$ cat config.mk
export PLATFORM = sky130hd
export DESIGN_NAME = ir_burst_modulator
export DESIGN_NICKNAME = d
export VERILOG_FILES = /design/src/rtl/ir_burst_modulator.sv
export SDC_FILE = /design/constraint.sdc
export NUM_CORES = 1
export LEC_CHECK = 0
export ABC_AREA = 0
export CAP_MARGIN = 20
export CORE_UTILIZATION = 50
export DETAILED_ROUTE_END_ITERATION = 6
export PLACE_DENSITY = 0.74
export SLEW_MARGIN = 20
export SYNTH_ARGS = -nofsm -noshare
export SYNTH_HDL_FRONTEND = slang
export SYNTH_SLANG_ARGS = --single-unit
$ cat constraint.sdc
create_clock -name clock_in -period 9.65 [get_ports clock_in]
set_input_delay 0.965 -clock clock_in [delete_from_list [all_inputs] [get_ports clock_in]]
set_output_delay 0.965 -clock clock_in [all_outputs]
set_load 0.1 [all_outputs]
$ cat src/rtl/ir_burst_modulator.sv
// ----------------------------------------------------------------------------
// ir_burst_modulator
//
// Carrier/envelope stage for the IR LED. Each accepted mark/space pair is
// played as `on` carrier periods of square wave followed by `off` silent
// carrier periods, each period P clocks long (high floor(P/2), low the rest).
// A new pair offered on the final clock of the current one follows with no
// gap, and its carrier phase restarts from zero.
//
// Ports
//   clock_in        system clock
//   reset_in        synchronous active-high reset, overrides every other input
//   pair_valid_in   pair fields valid
//   pair_ready_out  pair accepted on a rising edge when valid && ready
//   div_in          carrier period P in clocks (values below 2 act as 2)
//   on_cycles_in    mark length in carrier periods
//   off_cycles_in   space length in carrier periods
//   abort_in        cancel the current pair; blocks acceptance in its clock
//   ctc_out         registered modulated carrier
//   busy_out        high whenever a mark or space is being played
//   pair_done_out   one-clock pulse on the final clock of each pair
// ----------------------------------------------------------------------------
module ir_burst_modulator #(
   parameter int TIME_W = 16,
   parameter int DIV_W  = 10
) (
   input  logic              clock_in,
   input  logic              reset_in,
   input  logic              pair_valid_in,
   output logic              pair_ready_out,
   input  logic [DIV_W-1:0]  div_in,
   input  logic [TIME_W-1:0] on_cycles_in,
   input  logic [TIME_W-1:0] off_cycles_in,
   input  logic              abort_in,
   output logic              ctc_out,
   output logic              busy_out,
   output logic              pair_done_out
);

   typedef enum logic [1:0] {
      ST_IDLE  = 2'd0,
      ST_MARK  = 2'd1,
      ST_SPACE = 2'd2
   } state_e;

   state_e            state_q, state_d;
   logic [DIV_W-1:0]  phase_q, phase_d;   // clock index within the carrier period
   logic [TIME_W-1:0] per_q, per_d;       // carrier periods left in this state, current included
   logic              ctc_q, ctc_d;
   logic              zdone_q, zdone_d;   // done pulse owed to an empty (0/0) pair
   logic [DIV_W-1:0]  div_q;
   logic [TIME_W-1:0] off_q;

   logic [DIV_W-1:0]  div_sat;
   logic [DIV_W-1:0]  phase_adv;
   logic [TIME_W-1:0] per_adv;
   logic              period_end;
   logic              state_last;
   logic              final_clk;
   logic              accept;

   assign div_sat    = (div_in < DIV_W'(2)) ? DIV_W'(2) : div_in;

   assign period_end = (phase_q == (div_q - DIV_W'(1)));
   assign state_last = period_end && (per_q == TIME_W'(1));

   // Last clock of the whole pair: end of SPACE, or end of MARK with no space.
   assign final_clk  = ((state_q == ST_MARK) && state_last && (off_q == '0)) ||
                       ((state_q == ST_SPACE) && state_last);

   assign phase_adv  = period_end ? '0 : (phase_q + DIV_W'(1));
   // Period count only moves on a period boundary and never wraps below zero.
   assign per_adv    = (period_end && (per_q != '0)) ? (per_q - TIME_W'(1)) : per_q;

   assign pair_ready_out = ((state_q == ST_IDLE) || final_clk) && !abort_in;
   assign accept         = pair_valid_in && pair_ready_out && !reset_in;

   assign busy_out      = (state_q != ST_IDLE);
   assign ctc_out       = ctc_q;
   assign pair_done_out = zdone_q || (final_clk && !abort_in && !reset_in);

   always_comb begin
      state_d = state_q;
      phase_d = phase_q;
      per_d   = per_q;
      ctc_d   = 1'b0;
      zdone_d = 1'b0;

      if (abort_in && (state_q != ST_IDLE)) begin
         state_d = ST_IDLE;
         phase_d = '0;
         per_d   = '0;
      end else if (accept) begin
         phase_d = '0;
         if (on_cycles_in != '0) begin
            state_d = ST_MARK;
            per_d   = on_cycles_in;
            ctc_d   = 1'b1;               // P >= 2, so phase 0 is always a high clock
         end else if (off_cycles_in != '0) begin
            state_d = ST_SPACE;
            per_d   = off_cycles_in;
         end else begin
            state_d = ST_IDLE;
            per_d   = '0;
            zdone_d = 1'b1;
         end
      end else begin
         case (state_q)
            ST_MARK: begin
               if (state_last) begin
                  phase_d = '0;
                  if (off_q != '0) begin
                     state_d = ST_SPACE;
                     per_d   = off_q;
                  end else begin
                     state_d = ST_IDLE;
                     per_d   = '0;
                  end
               end else begin
                  phase_d = phase_adv;
                  per_d   = per_adv;
                  // ctc is registered, so it is decoded from the phase of the next clock.
                  ctc_d   = (phase_adv < (div_q >> 1));
               end
            end
            ST_SPACE: begin
               if (state_last) begin
                  state_d = ST_IDLE;
                  phase_d = '0;
                  per_d   = '0;
               end else begin
                  phase_d = phase_adv;
                  per_d   = per_adv;
               end
            end
            default: begin
            end
         endcase
      end
   end

   always_ff @(posedge clock_in) begin
      if (reset_in) begin
         state_q <= ST_IDLE;
         phase_q <= '0;
         per_q   <= '0;
         ctc_q   <= 1'b0;
         zdone_q <= 1'b0;
      end else begin
         state_q <= state_d;
         phase_q <= phase_d;
         per_q   <= per_d;
         ctc_q   <= ctc_d;
         zdone_q <= zdone_d;
      end
   end

   // Pair fields are captured once at acceptance; later input changes are ignored.
   always_ff @(posedge clock_in) begin
      if (accept) begin
         div_q <= div_sat;
         off_q <= off_cycles_in;
      end
   end

endmodule

==> results of run 1 <==
-- worst register-to-register path, stage by stage, from the launching register on --
cell	delay, ns
edfxtp_1	0.56
inv_1	0.09
ha_1	0.26
nor2b_1	0.20
or3_1	0.37
o211a_1	0.22
a221o_1	0.29
nor3_2	0.17
buf_4	0.32
nor2_1	0.14
ha_1	0.31
a21o_1	0.18
a21oi_1	0.14
o21ai_0	0.11
a21oi_1	0.15
nor2b_1	0.05
o21ai_0	0.17
nand3_1	0.09
o22ai_1	0.19
-- through the flow --
step	util [%]	std cells	total power [uW]	instance area, sq um	hold WS, ns
6_report	60.9	569	594	4410	0.520
3_3_place_gp	58.9	560	429	4270	0.493
5_1_grt	60.9	569	619	4410	0.547
3_5_place_dp	58.9	560	432	4270	0.507
4_1_cts	60.5	568	587	4390	0.526
2_1_floorplan	-	440	380	3750	0.481
-- how the worst min path moves through the flow --
stage	from	endpoint	slack (ns)
after floorplan	phase_q[9]$_SDFFE_PP0P_	phase_q[9]$_SDFFE_PP0P_	0.48
after global placement	phase_q[9]$_SDFFE_PP0P_	phase_q[9]$_SDFFE_PP0P_	0.49
after detailed placement	phase_q[9]$_SDFFE_PP0P_	phase_q[9]$_SDFFE_PP0P_	0.51
after CTS	phase_q[9]$_SDFFE_PP0P_	phase_q[9]$_SDFFE_PP0P_	0.53
after global routing	phase_q[9]$_SDFFE_PP0P_	phase_q[9]$_SDFFE_PP0P_	0.55
final	phase_q[9]$_SDFFE_PP0P_	phase_q[9]$_SDFFE_PP0P_	0.52
-- cell type report --
cell class | count | area share, %
multi-input cells | 332 | 49.2
flip-flops and latches | 56 | 31.3
repair buffers | 53 | 12.2
well taps | 99 | 2.81
inverters | 21 | 1.79
clock buffers | 5 | 1.56
clock inverters | 3 | 1.08
-- routing by layer --
metal  vias to the layer above  global-route usage (%)  wire length, microns
li1                       1721                       -                     -
met1                      1726                    44.3                  4940
met2                       242                    40.1                  4330
met3                        17                    5.32                  1060
met4                         0                    7.92                   127
met5                         -                       0                     0
-- logic make-up after synthesis --
family,after synthesis,synth area share [%]
simple gates,167,22.8
compound gates,115,21.4
flops,56,36.8
buf+inv,52,5.46
xor+xnor,23,5.36
fa+ha+maj,15,5.00
mux,12,3.20
-- layout by cell type (no fill, tap or decap), types with 12 or more instances in the layout --
master,synthesis,layout
mux2i_1,12,12
inv_1,21,21
a211oi_1,14,14
nor3_1,13,12
o21ai_0,18,18
nor4_1,24,24
ha_1,15,15
nor2_1,40,40
edfxtp_1,26,26
nand3_1,15,15
nand2_1,31,31
a21oi_1,23,23
clkdlybuf4s50_1,0,49
xnor2_1,12,12
dfxtp_1,30,30
-- flip-flops by register name, indices dropped and copies added (netlist names) --
name / flops
off_q: 16
phase_q: 10
div_q: 10
ctc_out: 1
state_q: 2
per_q: 16
zdone_q: 1
-- power by group --
group | leakage [uW] | internal [uW] | total (uW) | switching [uW]
Combinational | 0.00106 | 65.7 | 159 | 93.6
Clock | 0.0000583 | 78.4 | 160 | 81.9
Sequential | 0.000482 | 261 | 274 | 13.9
Total | 0.00160 | 405 | 594 | 189
==> results.yml, run 1 <==
run_status:
  run_status: "finished, final reports clean"
grt:
  overflow: 0
  grt_first_pass_wirelength_mm: 17.2
  grt_start_max_net_pins: 30
  grtUsageTotal_pct: 28.6
  grt_antenna_before_repair: 0
  grt_pass1_vias: 3394
critical_path:
  path_depth: 11
  crit_slowest_cell: "clkdlybuf4s50_1"
  reg2regPathDepth: 18
  crit_start: "div_q[0]$_SDFFCE_PN0N_"
  endpoint: "pair_done_out"
  rr_startpoint: "div_q[0]$_SDFFCE_PN0N_"
  r2r_end: "ctc_out$_SDFF_PP0_"
  path_buf_inv: 3
  cp_top_family: "buffers and inverters"
  path_cells: "inv_1, ha_1, nor2b_1, or3_1, o211a_1, a221o_1, nor3_2, buf_4, and3_1, a21o_1, clkdlybuf4s50_1"
  crit_path_end_kind: "primary output"
  rrSetupSlack_ns: 5.57
  crit_path_max_incr_delay_ns: 1.12
  cp.required_ns: 8.69
  crit_arrival_ns: 4.30
  critPathKind: "flop to primary output"
  crit_fanout: 29
  startpoint_type: "flop"
drt:
  wl_per_cell_microns: 18.4
  drc: 0
  viasPerCell: 6.51
  drtPass1Iterations: 5
  ant_nets: 0
  initialDrtViolationCount: 522
  vias: 3706
  wl_mm: 10.5
yosys:
  syn_nets: 501
  synthesis.area_sq_um: 3750
  async_flop_share_pct: 0
  netlist_instances: 440
  yosysSeqAreaShare_pct: 36.8
  ys_types: 58
  synthFlopType: "dfxtp_1"
  synth_commonest_cells: "nor2_1 (40), nand2_1 (31), dfxtp_1 (30)"
  avgSynthCellArea_sq_um: 8.53
  synth_edf_count: 26
  yosys_warnings: 0
  synthTopCellsByArea: "edfxtp_1 (21%), dfxtp_1 (16%), ha_1 (5.0%), nor2_1 (4.0%), nor4_1 (4.0%)"
  yosysMostFrequentCell: "nor2_1"
  yosys.area.top_type: "edfxtp_1"
  ys_ff_latch: 56
  yosysTopAreaCellShare_pct: 20.8
cells_and_area:
  multi_input_area_sq_um: 2170
  drive_above_1_share_pct: 4.04
  nFillCells: 616
  seq_area_sq_um: 1380
  nets: 530
  diodes: 0
  area_growth_pct: 17.6
clock_network:
  cts_sinks: 56
  holdBufCountCts: 0
  insertion_delay_ns: 0.31
  clk_pin_slew_ns: 0.10
  cts_buffers: 5
  post-cts-setup-buffer-count: 0
  clock_path_buffers: 2
  cts_tree: "built"
  ctsRootBufferMaster: "clkbuf_8"
  cts-resized-gates: 0
  cts_max_level: 2
sta:
  finalWorstSetupSlack_ns: 4.39
  final_period_minus_worst_setup_slack_ns: 5.26
  relSlewSlack_pct: 34.7
  setup_violations: 0
  fin_worst_skew_ns: 0.00432
  timing.setup.tns_ns: 0
  rsz0062_at_grt: "false"
  worst_slew_pin_slew_ns: 0.976
  drv_slew: 0
  fmax_mhz: 190
  post-route-period-util_pct: 54.5
  hold_viol_final: 0
floorplan:
  die_w_microns: 88.7
  die_h_microns: 88.7
  std_cell_rows: 31
  ioPinCount: 50
  start_util_pct: 51.8
  dieArea_sq_um: 7860
  core-area_sq_um: 7250
worst_hold_path:
  whs_path_depth: 2
  hp-class: "flop to flop"
pwr:
  power.density_nw_per_um2: 135
  peakVddDrop_uv: 89.5
  leakage_uw: 0.00160
placed_design:
  io_buffers: 49
  gp_congestion: 0.892
  dp_hpwl_mm: 7.75
  pre_cts_ws_ns: 4.81
flow_run:
  cap_violations: 0
Note: power is estimated with default switching activity, not from simulation.
==> run 2: changes to the inputs <==
PLACE_DENSITY = 0.76   (was 0.74)
clock period = 4.75 ns   (was 9.65 ns; I/O delays follow)
==> results.yml, run 2 (synthesized netlist as in run 1, its figures left out) <==
sta:
  final_period_minus_worst_setup_slack_ns: 4.00
  fmax_mhz: 250
  drv_slew: 0
  setup_violations: 0
  post-route-period-util_pct: 84.2
  timing.setup.tns_ns: 0
  hold_viol_final: 0
  finalWorstSetupSlack_ns: 0.749
  relSlewSlack_pct: 35.6
  worst_slew_pin_slew_ns: 0.962
  fin_worst_skew_ns: 0.0170
  rsz0062_at_grt: "false"
  hold-worst-slack_ns: 0.543
drt:
  drtPass1Iterations: 5
  vias: 3641
  initialDrtViolationCount: 521
  wl_per_cell_microns: 18.2
  viasPerCell: 6.39
  drc: 0
  ant_nets: 0
  wl_mm: 10.4
clock_network:
  clk_pin_slew_ns: 0.11
  clock_path_buffers: 2
  insertion_delay_ns: 0.31
  cts_sinks: 56
  cts_tree: "built"
  post-cts-setup-buffer-count: 0
  ctsRootBufferMaster: "clkbuf_8"
  holdBufCountCts: 0
  cts-resized-gates: 0
  cts_buffers: 5
  cts_max_level: 2
floorplan:
  die_w_microns: 88.7
  std_cell_rows: 31
  dieArea_sq_um: 7860
  start_util_pct: 51.8
  core-area_sq_um: 7250
  die_h_microns: 88.7
  ioPinCount: 50
placed_design:
  pre_cts_ws_ns: 1.00
  gp_congestion: 0.946
  dp_hpwl_mm: 7.96
  io_buffers: 49
worst_hold_path:
  min_to: "phase_q[9]$_SDFFE_PP0P_"
  worstHoldStart: "phase_q[9]$_SDFFE_PP0P_"
  hp-class: "flop to flop"
  whs_path_depth: 2
pwr:
  switching_share_pct: 32.8
  peakVddDrop_uv: 202
  p_int_uw: 767
  clkPwrFrac_pct: 23.2
  power.density_nw_per_um2: 261
  p_sw_uw: 375
  leakage_uw: 0.00158
  p_seq_share_pct: 49.0
  power_frac_comb_pct: 27.8
critical_path:
  cp.required_ns: 4.28
  reg2regPathDepth: 17
  crit_top_cell: "buf_4"
  critPathKind: "flop to primary output"
  rrSetupSlack_ns: 0.96
  startpoint_type: "flop"
  r2r_end: "ctc_out$_SDFF_PP0_"
  crit_arrival_ns: 3.53
  crit_path_max_incr_delay_ns: 0.53
  crit_slowest_cell: "edfxtp_1"
  path_cells: "inv_1, ha_1, nor2b_1, or3_1, o211a_1, a221o_1, nor3_2, buf_4, and3_1, a21o_1, buf_4"
  crit_path_end_kind: "primary output"
  crit_fanout: 26
  rr_startpoint: "div_q[0]$_SDFFCE_PN0N_"
flow_run:
  cap_violations: 0
grt:
  grt_pass1_vias: 3277
  grt_start_max_net_pins: 27
  grtUsageTotal_pct: 27.6
  grt_antenna_before_repair: 0
  overflow: 0
  grt_first_pass_wirelength_mm: 16.6
cells_and_area:
  area_growth_pct: 16.4
  layout_commonest_cell: "clkdlybuf4s50_1"
  diodes: 0
  reg.largest.list: "off_q x16, per_q x16"
  nets: 531
  mostFrequentLayoutCells: "clkdlybuf4s50_1 (47), nor2_1 (40), nand2_1 (31)"
  drive_above_1_share_pct: 4.46
run_status:
  run_status: "finished, final reports clean"
## run 2: worst max-delay path by stage
stage / from / to / slack [ns] / depth (start not counted)
2_1_floorplan: div_q[1]$_SDFFCE_PN1N_ / pair_ready_out / 0.71 / 10
3_3_place_gp: div_q[0]$_SDFFCE_PN0N_ / ctc_out$_SDFF_PP0_ / 1.15 / 17
3_5_place_dp: div_q[0]$_SDFFCE_PN0N_ / ctc_out$_SDFF_PP0_ / 1.00 / 17
4_1_cts: div_q[0]$_SDFFCE_PN0N_ / pair_done_out / 0.76 / 11
5_1_grt: div_q[1]$_SDFFCE_PN1N_ / pair_done_out / 0.50 / 11
6_report: div_q[0]$_SDFFCE_PN0N_ / pair_done_out / 0.75 / 11
## run 2: layout make-up
| type | instances | area, sq um |
|---|---|---|
| clock inverter | 2 | 16.3 |
| fill | 640 | 2880 |
| timing repair buffer | 54 | 523 |
| tap | 99 | 124 |
| multi-input combinational | 332 | 2170 |
| clock buffer | 6 | 72.6 |
| sequential | 56 | 1380 |
| inverter | 21 | 78.8 |
## run 2: metrics by stage
stage          instance area (sq um)  util [%]  power, uW  instances
6_report                        4370      60.2       1140        570
5_1_grt                         4370      60.2       1190        570
3_5_place_dp                    4280      59.0        876        562
2_1_floorplan                   3750         -        771        440
3_3_place_gp                    4280      59.0        871        562
4_1_cts                         4370      60.2       1130        570
## run 2: power groups by stage
stage                     registers (uW)  logic, uW  clock network, uW
after global placement               567        303                  0
after global routing                 563        343                284
after detailed placement             568        308                  0
final                                559        318                265
after floorplan                      563        208                  0
after CTS                            557        310                268
## run 2: metal layers
layer	GRT usage, %	part of all wire [%]	routed length (microns)	up-vias
met5	0	0	0	-
met4	7.33	1.5	153	0
met3	4.29	11	1100	17
met2	38.3	42	4330	217
met1	43.9	46	4780	1684
li1	-	-	-	1723
## run 2: worst max-delay path, delay by kind of cell, from the launching register on
family | cells | cell delay (ns)
AOI/OAI and AO/OA | 3 | 0.62
and+or+nand+nor | 4 | 1.11
adders and majority gates | 1 | 0.26
DFF | 1 | 0.53
buffers and inverters | 3 | 0.70
==> run 3: changes to the inputs <==
clock period = 3.37 ns   (was 4.75 ns; I/O delays follow)
==> results.yml, run 3 (synthesized netlist as in run 1, its figures left out) <==
run_status:
  run_status: "finished, final reports clean"
sta:
  hold-worst-slack_ns: 0.551
  fin_worst_skew_ns: 0.00885
  rsz0062_at_grt: "true"
  final_period_minus_worst_setup_slack_ns: 3.32
  fmax_mhz: 301
  hold_viol_final: 0
  setup_violations: 0
  relSlewSlack_pct: 35.5
  post-route-period-util_pct: 98.6
  drv_slew: 0
  worst_slew_pin_slew_ns: 0.965
pwr:
  clkPwrFrac_pct: 22.4
  power_uw: 1640
  p_int_uw: 1100
  peakVddDrop_uv: 195
  p_seq_share_pct: 47.6
  p_sw_uw: 547
  power_frac_comb_pct: 29.9
  switching_share_pct: 33.3
  leakage_uw: 0.00174
  power.density_nw_per_um2: 352
flow_run:
  cap_violations: 0
placed_design:
  placed_area_sq_um: 4480
  io_buffers: 49
  dp_hpwl_mm: 8.45
  gp_congestion: 0.969
clock_network:
  cts_sinks: 56
  clk_pin_slew_ns: 0.10
  clock_path_buffers: 2
  cts_tree: "built"
  insertion_delay_ns: 0.31
  cts_buffers: 5
  ctsRootBufferMaster: "clkbuf_8"
  cts_max_level: 2
floorplan:
  std_cell_rows: 31
  core-area_sq_um: 7250
  start_util_pct: 51.8
  dieArea_sq_um: 7860
  die_w_microns: 88.7
  die_h_microns: 88.7
  ioPinCount: 50
cells_and_area:
  layout_commonest_cell: "clkdlybuf4s50_1"
  drive_above_1_share_pct: 12.3
  final_area_sq_um: 4670
  nFillCells: 620
  seq_area_sq_um: 1380
  multi_input_area_sq_um: 2250
  mostFrequentLayoutCells: "clkdlybuf4s50_1 (46), nor2_1 (38), nand2_1 (31)"
  area_growth_pct: 24.4
  nets: 557
  reg.largest.list: "off_q x16, per_q x16"
  diodes: 0
  final_core_util_pct: 64.4
drt:
  viasPerCell: 6.24
  drc: 0
  wl_per_cell_microns: 18.7
  wl_mm: 11.1
  ant_nets: 0
  vias: 3717
  drtPass1Iterations: 5
  initialDrtViolationCount: 438
critical_path:
  crit_arrival_ns: 2.99
  startpoint_type: "flop"
  critPathKind: "flop to primary output"
  crit_path_end_kind: "primary output"
  crit_path_max_incr_delay_ns: 0.44
  cp.required_ns: 3.03
  path_buf_inv: 4
  cp_top_family: "simple AND/OR/NAND/NOR gates"
  path_cells: "inv_2, ha_4, nor2b_4, or3_1, o211a_1, a221o_1, nor3_4, buf_4, buf_8, and3_4, a21o_1, buf_12"
  crit_fanout: 5
  crit_slowest_cell: "edfxtp_1"
  rrSetupSlack_ns: 0.06
grt:
  grtUsageTotal_pct: 29.7
  grt_start_max_net_pins: 20
  grt_pass1_vias: 3430
  grt_antenna_before_repair: 0
  grt_first_pass_wirelength_mm: 17.7
  overflow: 0
worst_hold_path:
  hp-class: "flop to flop"
run 3: changes by cell type in the layout (fill, tap and decap cells not counted), sizes merged:
cell	delta
buf	+27
clkdlybuf4s50	-1
run 3: per-layer routing:
metal / vias up / wire, microns / track usage (%)
met5: - / 0 / 0
met4: 0 / 233 / 7.33
met3: 34 / 1030 / 7.18
met2: 203 / 4840 / 44.1
met1: 1708 / 5040 / 43.2
li1: 1772 / - / -
run 3: final timing paths:
kind / start / endpoint / cells past startpoint
max reg2reg: div_q[1]$_SDFFCE_PN1N_ / ctc_out$_SDFF_PP0_ / 13
min: phase_q[9]$_SDFFE_PP0P_ / phase_q[9]$_SDFFE_PP0P_ / 2
min reg2reg: phase_q[9]$_SDFFE_PP0P_ / phase_q[9]$_SDFFE_PP0P_ / 2
max: div_q[1]$_SDFFCE_PN1N_ / pair_done_out / 12
run 3: power groups by stage:
stage / clock network (uW) / registers (uW) / logic [uW]
6_report: 369 / 783 / 492
5_1_grt: 396 / 787 / 533
4_1_cts: 371 / 781 / 475
3_5_place_dp: 0 / 797 / 470
3_3_place_gp: 0 / 795 / 464
2_1_floorplan: 0 / 793 / 295
run 3: cell type report:
cell class,count,share of cell area (%)
multi-input cells,332,48.2
flip-flops and latches,56,29.6
clock inverters,2,0.241
clock buffers,6,1.55
inverters,21,1.69
well taps,99,2.65
repair buffers,80,16.1
run 3: through the flow:
| stage | instances | setup TNS (ns) | worst slack, ns |
|---|---|---|---|
| CTS | 596 | 0 | 0.0145 |
| floorplan | 440 | 0 | 0.0188 |
| finish | 596 | 0 | 0.0472 |
| global placement | 584 | 0 | 0.152 |
| global route | 596 | -0.339 | -0.168 |
| detailed placement | 584 | 0 | 0.0184 |
run 3: repair_timing:
| item | CTS | global route |
|---|---|---|
| hold buffers | 0 | 0 |
| setup endpoints to repair | 3 | 44 |
| pin swaps | 6 | 2 |
| hold endpoints to repair | 0 | 0 |
| resized for setup | 8 | 9 |
| setup buffers | 4 | 0 |
run 3: tightest hold or removal path: cells and delay by family, from the launching register on:
family | cells | cell delay (ns)
AOI/OAI and AO/OA | 1 | 0.06
DFF | 1 | 0.37
and+or+nand+nor | 1 | 0.09
